## src/rtl/pbus_pkg.sv

```systemverilog
// pbus shared types and constants.
// Used by the burst transmitter and the reader side.
package pbus_pkg;

  localparam int PBUS_DW   = 32;
  localparam int PBUS_LENW = 16;

  typedef enum logic [1:0] {
    IDLE,
    LOAD,
    SETUP,
    STROBE
  } pbus_tx_state_t;

  function automatic int gap_w(input int setup);
    return (setup > 1) ? $clog2(setup) : 1;
  endfunction

endpackage

```

## src/rtl/pbus_burst_tx_if.sv

```systemverilog
// Host and pbus signals of the burst transmitter.
// master = host/reader side, slave = transmitter.
interface pbus_burst_tx_if
  import pbus_pkg::*;
#(
  parameter int DW    = PBUS_DW,
  parameter int DEPTH = 8,
  parameter int LENW  = PBUS_LENW
);

  localparam int LW = $clog2(DEPTH) + 1;

  logic          WR_EN;
  logic [DW-1:0] WR_DATA;
  logic          FULL;
  logic          EMPTY;
  logic [LW-1:0] LEVEL;
  logic          START;
  logic [LENW-1:0] LEN;
  logic          BUSY;
  logic          DONE;
  logic [DW-1:0] DOUT;
  logic          EV;

  modport master (
    output WR_EN, WR_DATA, START, LEN,
    input  FULL, EMPTY, LEVEL,
    input  BUSY, DONE, DOUT, EV
  );

  modport slave (
    input  WR_EN, WR_DATA, START, LEN,
    output FULL, EMPTY, LEVEL,
    output BUSY, DONE, DOUT, EV
  );

endinterface

```

## src/rtl/pbus_sync_fifo.sv

```systemverilog
// Single-clock word FIFO with registered level flags.
// Pushes while full are dropped; pops while empty are ignored.
module pbus_sync_fifo #(
  parameter int DW    = 32,
  parameter int DEPTH = 8
) (
  input  logic                     i_clk,
  input  logic                     i_rst_n,
  input  logic                     i_push,
  input  logic [DW-1:0]            i_data,
  input  logic                     i_pop,
  output logic [DW-1:0]            o_data,
  output logic [$clog2(DEPTH):0]   o_level,
  output logic                     o_full,
  output logic                     o_empty
);

  localparam int AW = $clog2(DEPTH);
  localparam int LW = AW + 1;

  logic [DW-1:0] r_mem [DEPTH];
  logic [AW-1:0] r_wptr;
  logic [AW-1:0] r_rptr;
  logic [LW-1:0] r_level;
  logic          r_full;
  logic          r_empty;

  logic          w_push;
  logic          w_pop;
  logic [LW-1:0] w_level_nx;

  assign w_push = i_push & ~r_full;
  assign w_pop  = i_pop & ~r_empty;

  always_comb begin
    w_level_nx = r_level;
    if (w_push && !w_pop)
      w_level_nx = r_level + LW'(1);
    else if (w_pop && !w_push)
      w_level_nx = r_level - LW'(1);
  end

  always_ff @(posedge i_clk) begin
    if (w_push)
      r_mem[r_wptr] <= i_data;
  end

  // pointers wrap for free since DEPTH is a power of two
  always_ff @(posedge i_clk or negedge i_rst_n) begin
    if (!i_rst_n) begin
      r_wptr  <= '0;
      r_rptr  <= '0;
      r_level <= '0;
      r_full  <= 1'b0;
      r_empty <= 1'b1;
    end else begin
      if (w_push)
        r_wptr <= r_wptr + AW'(1);
      if (w_pop)
        r_rptr <= r_rptr + AW'(1);
      r_level <= w_level_nx;
      r_full  <= (w_level_nx == LW'(DEPTH));
      r_empty <= (w_level_nx == '0);
    end
  end

  assign o_data  = r_mem[r_rptr];
  assign o_level = r_level;
  assign o_full  = r_full;
  assign o_empty = r_empty;

endmodule

```

## src/rtl/pbus_burst_tx.sv

```systemverilog
// pbus burst transmitter: emits LEN preloaded words,
// each presented on DOUT SETUP_CYC cycles before its EV.
module pbus_burst_tx
  import pbus_pkg::*;
#(
  parameter int DW        = PBUS_DW,
  parameter int DEPTH     = 8,
  parameter int LENW      = PBUS_LENW,
  parameter int SETUP_CYC = 1
) (
  input  logic CLK,
  input  logic RST_N,
  pbus_burst_tx_if.slave bus
);

  localparam int CW = gap_w(SETUP_CYC);
  localparam int LW = $clog2(DEPTH) + 1;

  pbus_tx_state_t r_state;
  pbus_tx_state_t w_next;

  logic [LENW-1:0] r_rem;
  logic [CW-1:0]   r_gap;
  logic [DW-1:0]   r_dout;
  logic            r_ev;
  logic            r_busy;
  logic            r_done;

  logic            w_pop;
  logic            w_start;
  logic            w_zero;
  logic            w_last;
  logic [DW-1:0]   w_head;
  logic [LW-1:0]   w_level;
  logic            w_full;
  logic            w_empty;

  pbus_sync_fifo #(
    .DW    (DW),
    .DEPTH (DEPTH)
  ) u_fifo (
    .i_clk   (CLK),
    .i_rst_n (RST_N),
    .i_push  (bus.WR_EN),
    .i_data  (bus.WR_DATA),
    .i_pop   (w_pop),
    .o_data  (w_head),
    .o_level (w_level),
    .o_full  (w_full),
    .o_empty (w_empty)
  );

  assign w_start = (r_state == IDLE) & bus.START;
  assign w_zero  = (bus.LEN == '0);
  assign w_last  = (r_state == STROBE) & (r_rem == '0);

  always_comb begin
    w_next = r_state;
    w_pop  = 1'b0;
    unique case (r_state)
      IDLE: begin
        if (bus.START && !w_zero)
          w_next = LOAD;
      end
      LOAD: begin
        if (!w_empty) begin
          w_pop  = 1'b1;
          w_next = SETUP;
        end
      end
      SETUP: begin
        if (r_gap == '0)
          w_next = STROBE;
      end
      STROBE: begin
        w_next = (r_rem == '0) ? IDLE : LOAD;
      end
      default: w_next = IDLE;
    endcase
  end

  always_ff @(posedge CLK or negedge RST_N) begin
    if (!RST_N) begin
      r_state <= IDLE;
      r_rem   <= '0;
      r_gap   <= '0;
      r_dout  <= '0;
      r_ev    <= 1'b0;
      r_busy  <= 1'b0;
      r_done  <= 1'b0;
    end else begin
      r_state <= w_next;
      // EV is registered off the next state so it lines up with STROBE
      r_ev    <= (w_next == STROBE);
      r_done  <= (w_start & w_zero) | w_last;
      if (w_start && !w_zero)
        r_busy <= 1'b1;
      else if (w_last)
        r_busy <= 1'b0;
      if (w_start)
        r_rem <= bus.LEN;
      else if (w_pop)
        r_rem <= r_rem - LENW'(1);
      if (w_pop)
        r_gap <= CW'(SETUP_CYC - 1);
      else if (r_state == SETUP && r_gap != '0)
        r_gap <= r_gap - CW'(1);
      if (w_pop)
        r_dout <= w_head;
    end
  end

  assign bus.DOUT  = r_dout;
  assign bus.EV    = r_ev;
  assign bus.BUSY  = r_busy;
  assign bus.DONE  = r_done;
  assign bus.LEVEL = w_level;
  assign bus.FULL  = w_full;
  assign bus.EMPTY = w_empty;

endmodule

```

## src/flat_wrapper.sv

```systemverilog
// flat-port wrapper written by rule: the top's interface ports become plain ports
module pbus_burst_tx_flat import pbus_pkg::*;
#(
  parameter int DW        = PBUS_DW,
  parameter int DEPTH     = 8,
  parameter int LENW      = PBUS_LENW,
  parameter int SETUP_CYC = 1
)
  (CLK, RST_N, bus_WR_EN, bus_WR_DATA, bus_START, bus_LEN, bus_FULL, bus_EMPTY, bus_LEVEL, bus_BUSY, bus_DONE, bus_DOUT, bus_EV);
  pbus_burst_tx_if #(.DW(DW), .DEPTH(DEPTH), .LENW(LENW)) bus_i ();
  input  logic CLK;
  input  logic RST_N;
  input wire logic [$bits(bus_i.WR_EN)-1:0] bus_WR_EN;
  input wire logic [$bits(bus_i.WR_DATA)-1:0] bus_WR_DATA;
  input wire logic [$bits(bus_i.START)-1:0] bus_START;
  input wire logic [$bits(bus_i.LEN)-1:0] bus_LEN;
  output wire logic [$bits(bus_i.FULL)-1:0] bus_FULL;
  output wire logic [$bits(bus_i.EMPTY)-1:0] bus_EMPTY;
  output wire logic [$bits(bus_i.LEVEL)-1:0] bus_LEVEL;
  output wire logic [$bits(bus_i.BUSY)-1:0] bus_BUSY;
  output wire logic [$bits(bus_i.DONE)-1:0] bus_DONE;
  output wire logic [$bits(bus_i.DOUT)-1:0] bus_DOUT;
  output wire logic [$bits(bus_i.EV)-1:0] bus_EV;
  assign bus_i.WR_EN = bus_WR_EN;
  assign bus_i.WR_DATA = bus_WR_DATA;
  assign bus_i.START = bus_START;
  assign bus_i.LEN = bus_LEN;
  assign bus_FULL = bus_i.FULL;
  assign bus_EMPTY = bus_i.EMPTY;
  assign bus_LEVEL = bus_i.LEVEL;
  assign bus_BUSY = bus_i.BUSY;
  assign bus_DONE = bus_i.DONE;
  assign bus_DOUT = bus_i.DOUT;
  assign bus_EV = bus_i.EV;
  pbus_burst_tx #(.DW(DW), .DEPTH(DEPTH), .LENW(LENW), .SETUP_CYC(SETUP_CYC)) u_core (.CLK(CLK), .RST_N(RST_N), .bus(bus_i));
endmodule
```

## config.mk

```make
export PLATFORM = sky130hd
export DESIGN_NAME = pbus_burst_tx_flat
export DESIGN_NICKNAME = d
export VERILOG_FILES = /design/src/rtl/pbus_pkg.sv /design/src/rtl/pbus_burst_tx_if.sv /design/src/rtl/pbus_sync_fifo.sv /design/src/rtl/pbus_burst_tx.sv /design/src/flat_wrapper.sv
export SDC_FILE = /design/constraint.sdc
export NUM_CORES = 1
export LEC_CHECK = 0
export CORE_MARGIN = 3
export CORE_UTILIZATION = 60
export CTS_BUF_LIST = sky130_fd_sc_hd__clkbuf_16
export CTS_CLUSTER_DIAMETER = 50
export DETAILED_ROUTE_END_ITERATION = 7
export PLACE_DENSITY_LB_ADDON = 0.08
export SYNTH_ARGS = -nofsm -noshare
export SYNTH_HDL_FRONTEND = slang
export SYNTH_SLANG_ARGS = --single-unit
```

## constraint.sdc

```tcl
create_clock -name CLK -period 9.1 [get_ports CLK]
set_clock_uncertainty 0.1 [all_clocks]
set_input_delay 1.365 -clock CLK [delete_from_list [all_inputs] [get_ports CLK]]
set_output_delay 1.365 -clock CLK [all_outputs]
set_load 0.01 [all_outputs]
```

==> impl_metrics.ini, run 1 <==
[worst_hold_path]
holdPathStages = 1
min_to = u_core.bus.EV
hold_start = u_core.r_gap
hold_class = reg2reg

[detailed_routing]
ant_nets = 0
vias_per_cell = 6.10
wirelength_um = 24000
wire_per_inst_um = 22.2
drt_pass1_iterations = 5
drt-initial-drc-count = 630
vias = 6593
drc = 0

[sta]
grt_setup_unrepaired = false
drv_slew = 0
fin_ws_ns = 5.45
finalSetupViolCount = 0
fin_crit_sh = 0.401
period_needed_ns = 3.65
fin_setup_tns_ns = 0
fmax_ghz = 0.274
tightest_slew_ns = 1.13
slew_headroom = 0.237
hold_viol = 0

[clock_network]
clock_path_buffers = 3
clock_latency_ns = 0.50
htreeDepth = 2
ctsResizeCount = 0
cts_tree = yes
cts_setup_buffers = 0
cts_sinks = 322
holdBufCountCts = 0
clkTransAtPathRegs_ns = 0.06
cts_root_buf = clkbuf_16
numCtsBuffers = 35

[worst_setup_path]
critPathMaxStageDelay_ns = 0.66
cpMaxStageDelayCell = nor3b_2
r2r_cells = 3
cp_top_family = simple AND/OR/NAND/NOR gates
cp_max_fo = 24
critPathCaptureType = flop
path_class = in2reg
r2r_end = u_core.u_fifo.r_mem[0][9]
r2r-start = u_core.u_fifo.o_full
cp-start-kind = input pin
r2r_slack_ns = 6.38
path_cells = clkdlybuf4s50_1 -> nor2b_1 -> nand2_1 -> nor3b_2 -> buf_4
crit_arrival_ns = 3.71
path_buf_inv = 2
cp_data_required_time_ns = 9.15

[layout]
antenna_cells = 0
area_delta_synth_final_pct = 18.2
drive_gt1_frac = 0.180
final_nets = 845
fillers = 1252

[global_routing]
grt_overflow = 0
grtUsageTotal = 0.220
grt_pass1_vias = 6815
antenna_found_initial = 0
grt_max_degree = 87
grt_pass1_wl_um = 38100

[yosys]
synth_warnings = 0
async_reset_ff_frac = 0.205
ys_ff_latch = 322
synth_common_cells = 256 x edfxtp_1, 65 x dfrtp_1, 64 x mux4_2
synth_area_um2 = 12600
syn-instance-count = 682
synth_top_area_share = 0.609
seq_area_frac_synth = 0.740
yosysTopAreaCell = edfxtp_1
synth_ff_type = edfxtp_1
syn_nets = 740
avgSynthCellArea_um2 = 18.5
ys_types = 55
yosysMostFrequentCell = edfxtp_1
synth_edf_count = 256
synth.area.top_cells = edfxtp_1 61%, dfrtp_1 13%, mux4_2 11%, mux2i_1 2.5%, nand2_1 1.8%

[floorplan]
core_area_um2 = 20400
die_area_um2 = 22800
start_util = 0.618
num_rows = 52
dieHeight_um = 151
io_pins = 93
die_x_um = 151

[power_and_ir_drop]
power.density_nw_per_um2 = 324
ir_drop_v = 0.000221
p_leak_nw = 5.19

[placement]
dp_hpwl_um = 13700
gp_congestion = 0.830
portBuffers = 92
dp_slack_ns = 4.91

[run]
cap_viol_max_count = 0

[run_status]
outcome = completed
[state kept, by name (all words and copies together) (netlist names)]
name,flops
u_core.bus.BUSY,1
u_core.bus.DONE,1
u_core.bus.DOUT,32
u_core.bus.EV,1
u_core.r_gap,1
u_core.r_rem,16
u_core.r_state,2
u_core.u_fifo.o_empty,1
u_core.u_fifo.o_full,1
u_core.u_fifo.o_level,4
u_core.u_fifo.r_mem,256
u_core.u_fifo.r_rptr,3
u_core.u_fifo.r_wptr,3
[layout by cell type (no fill, tap or decap), types with 4 or more instances in the layout]
| cell type | Yosys | routed |
|---|---|---|
| clkdlybuf4s50_1 | 0 | 91 |
| mux4_2 | 64 | 64 |
| ha_1 | 6 | 6 |
| clkinv_2 | 0 | 5 |
| nor3b_2 | 0 | 4 |
| o21ai_0 | 44 | 44 |
| clkinv_1 | 0 | 8 |
| o311ai_0 | 4 | 4 |
| a21oi_1 | 4 | 4 |
| mux2i_1 | 32 | 32 |
| o211ai_1 | 5 | 5 |
| clkbuf_16 | 0 | 35 |
| or3_1 | 4 | 4 |
| buf_4 | 4 | 11 |
| nand3_1 | 11 | 11 |
| dfrtp_1 | 65 | 62 |
| inv_1 | 6 | 11 |
| nor3_1 | 9 | 6 |
| nand2_1 | 62 | 62 |
| xnor2_1 | 6 | 6 |
| nor4_1 | 7 | 6 |
| nor2_1 | 11 | 10 |
| edfxtp_1 | 256 | 256 |
[how the worst max path moves through the flow]
stage | slack [ns] | from | to | cells after the start
2_1_floorplan | 3.46 | bus_WR_EN | u_core.u_fifo.r_mem[4][0] | 3
3_3_place_gp | 5.01 | bus_WR_EN | u_core.u_fifo.r_mem[3][18] | 5
3_5_place_dp | 4.91 | bus_WR_EN | u_core.u_fifo.r_mem[3][22] | 5
4_1_cts | 5.39 | bus_WR_EN | u_core.u_fifo.r_mem[3][0] | 5
5_1_grt | 5.27 | bus_WR_EN | u_core.u_fifo.r_mem[3][0] | 5
6_report | 5.45 | bus_WR_EN | u_core.u_fifo.r_mem[3][0] | 5
[routing by layer]
metal  vias to the layer above  GRT usage  part of all wire
li1                       2953          -                 -
met1                      3409      0.313              0.43
met2                       199      0.359              0.51
met3                        32     0.0386             0.053
met4                         0     0.0607             0.016
met5                         -          0                 0
[layout make-up]
class | instances | area, um2 | area share
Multi-Input combinational cell | 320 | 3150 | 0.211
Sequential cell | 322 | 9350 | 0.627
Timing Repair Buffer | 102 | 993 | 0.0666
Clock inverter | 26 | 186 | 0.0125
Tap cell | 270 | 338 | 0.0226
Clock buffer | 35 | 876 | 0.0587
Inverter | 6 | 22.5 | 0.00151
[where the power goes]
group          internal (mW)  switching (mW)  leakage, nW  total [mW]
sequential              1.91           0.313         3.13        2.22
combinational          0.699           0.624         1.52        1.32
clock                  0.760           0.539        0.544        1.30
total                   3.36            1.48         5.19        4.84
[cells by family after synthesis]
logic type,share of synthesized area
AND/OR/NAND/NOR,0.0566
buffers and inverters,0.0147
multiplexers,0.140
AO/OA/AOI/OAI,0.0376
flip-flops,0.740
adder cells (fa/ha/maj),0.00595
XOR/XNOR,0.00555
[per-stage QoR]
stage	total power, mW	util	hold slack [ns]	std cells	instance area (um2)
floorplan	3.09	-	0.306	682	12600
global placement	3.53	0.678	0.324	1020	13900
detailed placement	3.59	0.678	0.343	1020	13900
CTS	4.89	0.730	0.351	1081	14900
global route	5.10	0.730	0.375	1081	14900
finish	4.84	0.730	0.343	1081	14900
Power figures use the tool's default switching activity.
==> run 2, diff against run 1 <==
--- a/config.mk
+++ b/config.mk
@@ -6,7 +6,7 @@
 export NUM_CORES = 1
 export LEC_CHECK = 0
 export CORE_MARGIN = 3
-export CORE_UTILIZATION = 60
+export CORE_UTILIZATION = 53
 export CTS_BUF_LIST = sky130_fd_sc_hd__clkbuf_16
 export CTS_CLUSTER_DIAMETER = 50
 export DETAILED_ROUTE_END_ITERATION = 7
==> constraint.sdc (replaced) <==
create_clock -name CLK -period 3.2 [get_ports CLK]
set_clock_uncertainty 0.1 [all_clocks]
set_input_delay 0.48 -clock CLK [delete_from_list [all_inputs] [get_ports CLK]]
set_output_delay 0.48 -clock CLK [all_outputs]
set_load 0.01 [all_outputs]
==> run 2 against run 1 <==
Effect of this change: sequential share of layout area decreased by 1.3 points; flip-flop and latch count unchanged; die area up 13%; worst hold slack worse by 0.33 ns; global-route usage fell by 2.2 points; combinational power increased to 3.1 times the previous value; clock-buffer cell count is the same; critical path depth down 4; critical path type is now reg2out; critical endpoint is now bus_EMPTY.
==> impl_metrics.ini, run 2 (synthesis gave the netlist of run 1 again) <==
[run_status]
outcome = completed

[power_and_ir_drop]
p_leak_nw = 5.33
p_total_mw = 14.2
ir_drop_v = 0.000859
power.density_nw_per_um2 = 930

[clock_network]
htreeDepth = 2
numCtsBuffers = 35
cts_root_buf = clkbuf_16
clock_path_buffers = 3
cts_setup_buffers = 0
ctsResizeCount = 0
clkTransAtPathRegs_ns = 0.06
clock_latency_ns = 0.50
holdBufCountCts = 0
cts_sinks = 322
cts_tree = yes

[detailed_routing]
vias = 6602
drc = 0
wirelength_um = 24700
drt_pass1_iterations = 5
wire_per_inst_um = 21.6
vias_per_cell = 5.78
ant_nets = 0
drt-initial-drc-count = 555

[sta]
tightest_slew_ns = 0.897
hold_viol = 0
fin_crit_sh = 0.682
grt_setup_unrepaired = false
period_needed_ns = 2.18
fmax_ghz = 0.459
hold_slack_ns = 0.0143
finalSetupViolCount = 0
slew_headroom = 0.402
drv_slew = 0

[layout]
largest-register = u_core.u_fifo.r_mem
final_common_cell = edfxtp_1
area_delta_synth_final_pct = 20.7
antenna_cells = 0
drive_gt1_frac = 0.195
final_nets = 862
final_cell_mix = 256 x edfxtp_1, 91 x clkdlybuf4s50_1, 64 x mux4_2
final_util = 0.663
largest_reg_flops = 256
fin_area_um2 = 15200

[floorplan]
die_x_um = 160
core_area_um2 = 23000
dieHeight_um = 160
num_rows = 55
start_util = 0.549
die_area_um2 = 25700
io_pins = 93

[worst_setup_path]
cpMaxStageDelayCell = dfstp_2
r2r-start = u_core.u_fifo.r_rptr[0]
cp_max_fo = 4
critPathMaxStageDelay_ns = 0.56
cp_top_family = flip-flops
critPathCaptureType = primary output
worst-path-stages = 1
r2r_cells = 4
cp-start-kind = flop
path_buf_inv = 1
r2r_slack_ns = 1.04
crit_arrival_ns = 1.60
path_class = reg2out
path_cells = clkdlybuf4s50_1
r2r_end = u_core.bus.DOUT[12]
crit_path_end = bus_EMPTY
crit_start = u_core.u_fifo.o_empty
cp_data_required_time_ns = 2.62

[global_routing]
grt_max_degree = 67
antenna_found_initial = 0
grtUsageTotal = 0.198
grt_overflow = 0
grt_pass1_vias = 6964
grt_pass1_wl_um = 39700

[placement]
portBuffers = 92
dp_hpwl_um = 15100
gp_congestion = 0.847
place_area_um2 = 14100

[run]
cap_viol_max_count = 0

[worst_hold_path]
hold_class = in2async
[run 2: layout make-up]
| type | count | area (um2) |
|---|---|---|
| well taps | 313 | 392 |
| fillers | 1633 | 7750 |
| flip-flops and latches | 322 | 9350 |
| repair buffers | 119 | 1160 |
| inverters | 6 | 22.5 |
| clock buffers | 35 | 876 |
| clock inverters | 27 | 255 |
| multi-input cells | 320 | 3180 |
[run 2: how the worst min path moves through the flow]
stage / startpoint / to / slack (ns)
floorplan: RST_N / u_core.bus.BUSY / 0.08
global placement: u_core.r_gap / u_core.bus.EV / 0.33
detailed placement: u_core.r_gap / u_core.bus.EV / 0.34
CTS: RST_N / u_core.bus.DOUT[15] / 0.05
global route: RST_N / u_core.bus.DOUT[28] / 0.1
finish: RST_N / u_core.r_rem[6] / 0.01
[run 2: report_power, final]
| part | switching (mW) | internal [mW] |
|---|---|---|
| Clock | 1.52 | 2.39 |
| Combinational | 2.03 | 2.09 |
| Sequential | 0.705 | 5.42 |
| Total | 4.26 | 9.90 |
[run 2: routing by layer]
layer  track usage  share of wire  vias up  routed length [um]
li1              -              -     2984                   -
met1         0.273           0.43     3400               10600
met2         0.335           0.51      182               12500
met3        0.0343          0.043       36                1070
met4        0.0493          0.019        0                 468
met5             0              0        -                   0
[run 2: stage by stage]
step | setup slack [ns] | setup TNS (ns) | std cells
2_1_floorplan | -0.737 | -77.56 | 682
3_5_place_dp | 0.642 | 0 | 1080
3_3_place_gp | 0.657 | 0 | 1080
4_1_cts | 1.00 | 0 | 1142
5_1_grt | 0.912 | 0 | 1142
6_report | 1.02 | 0 | 1142
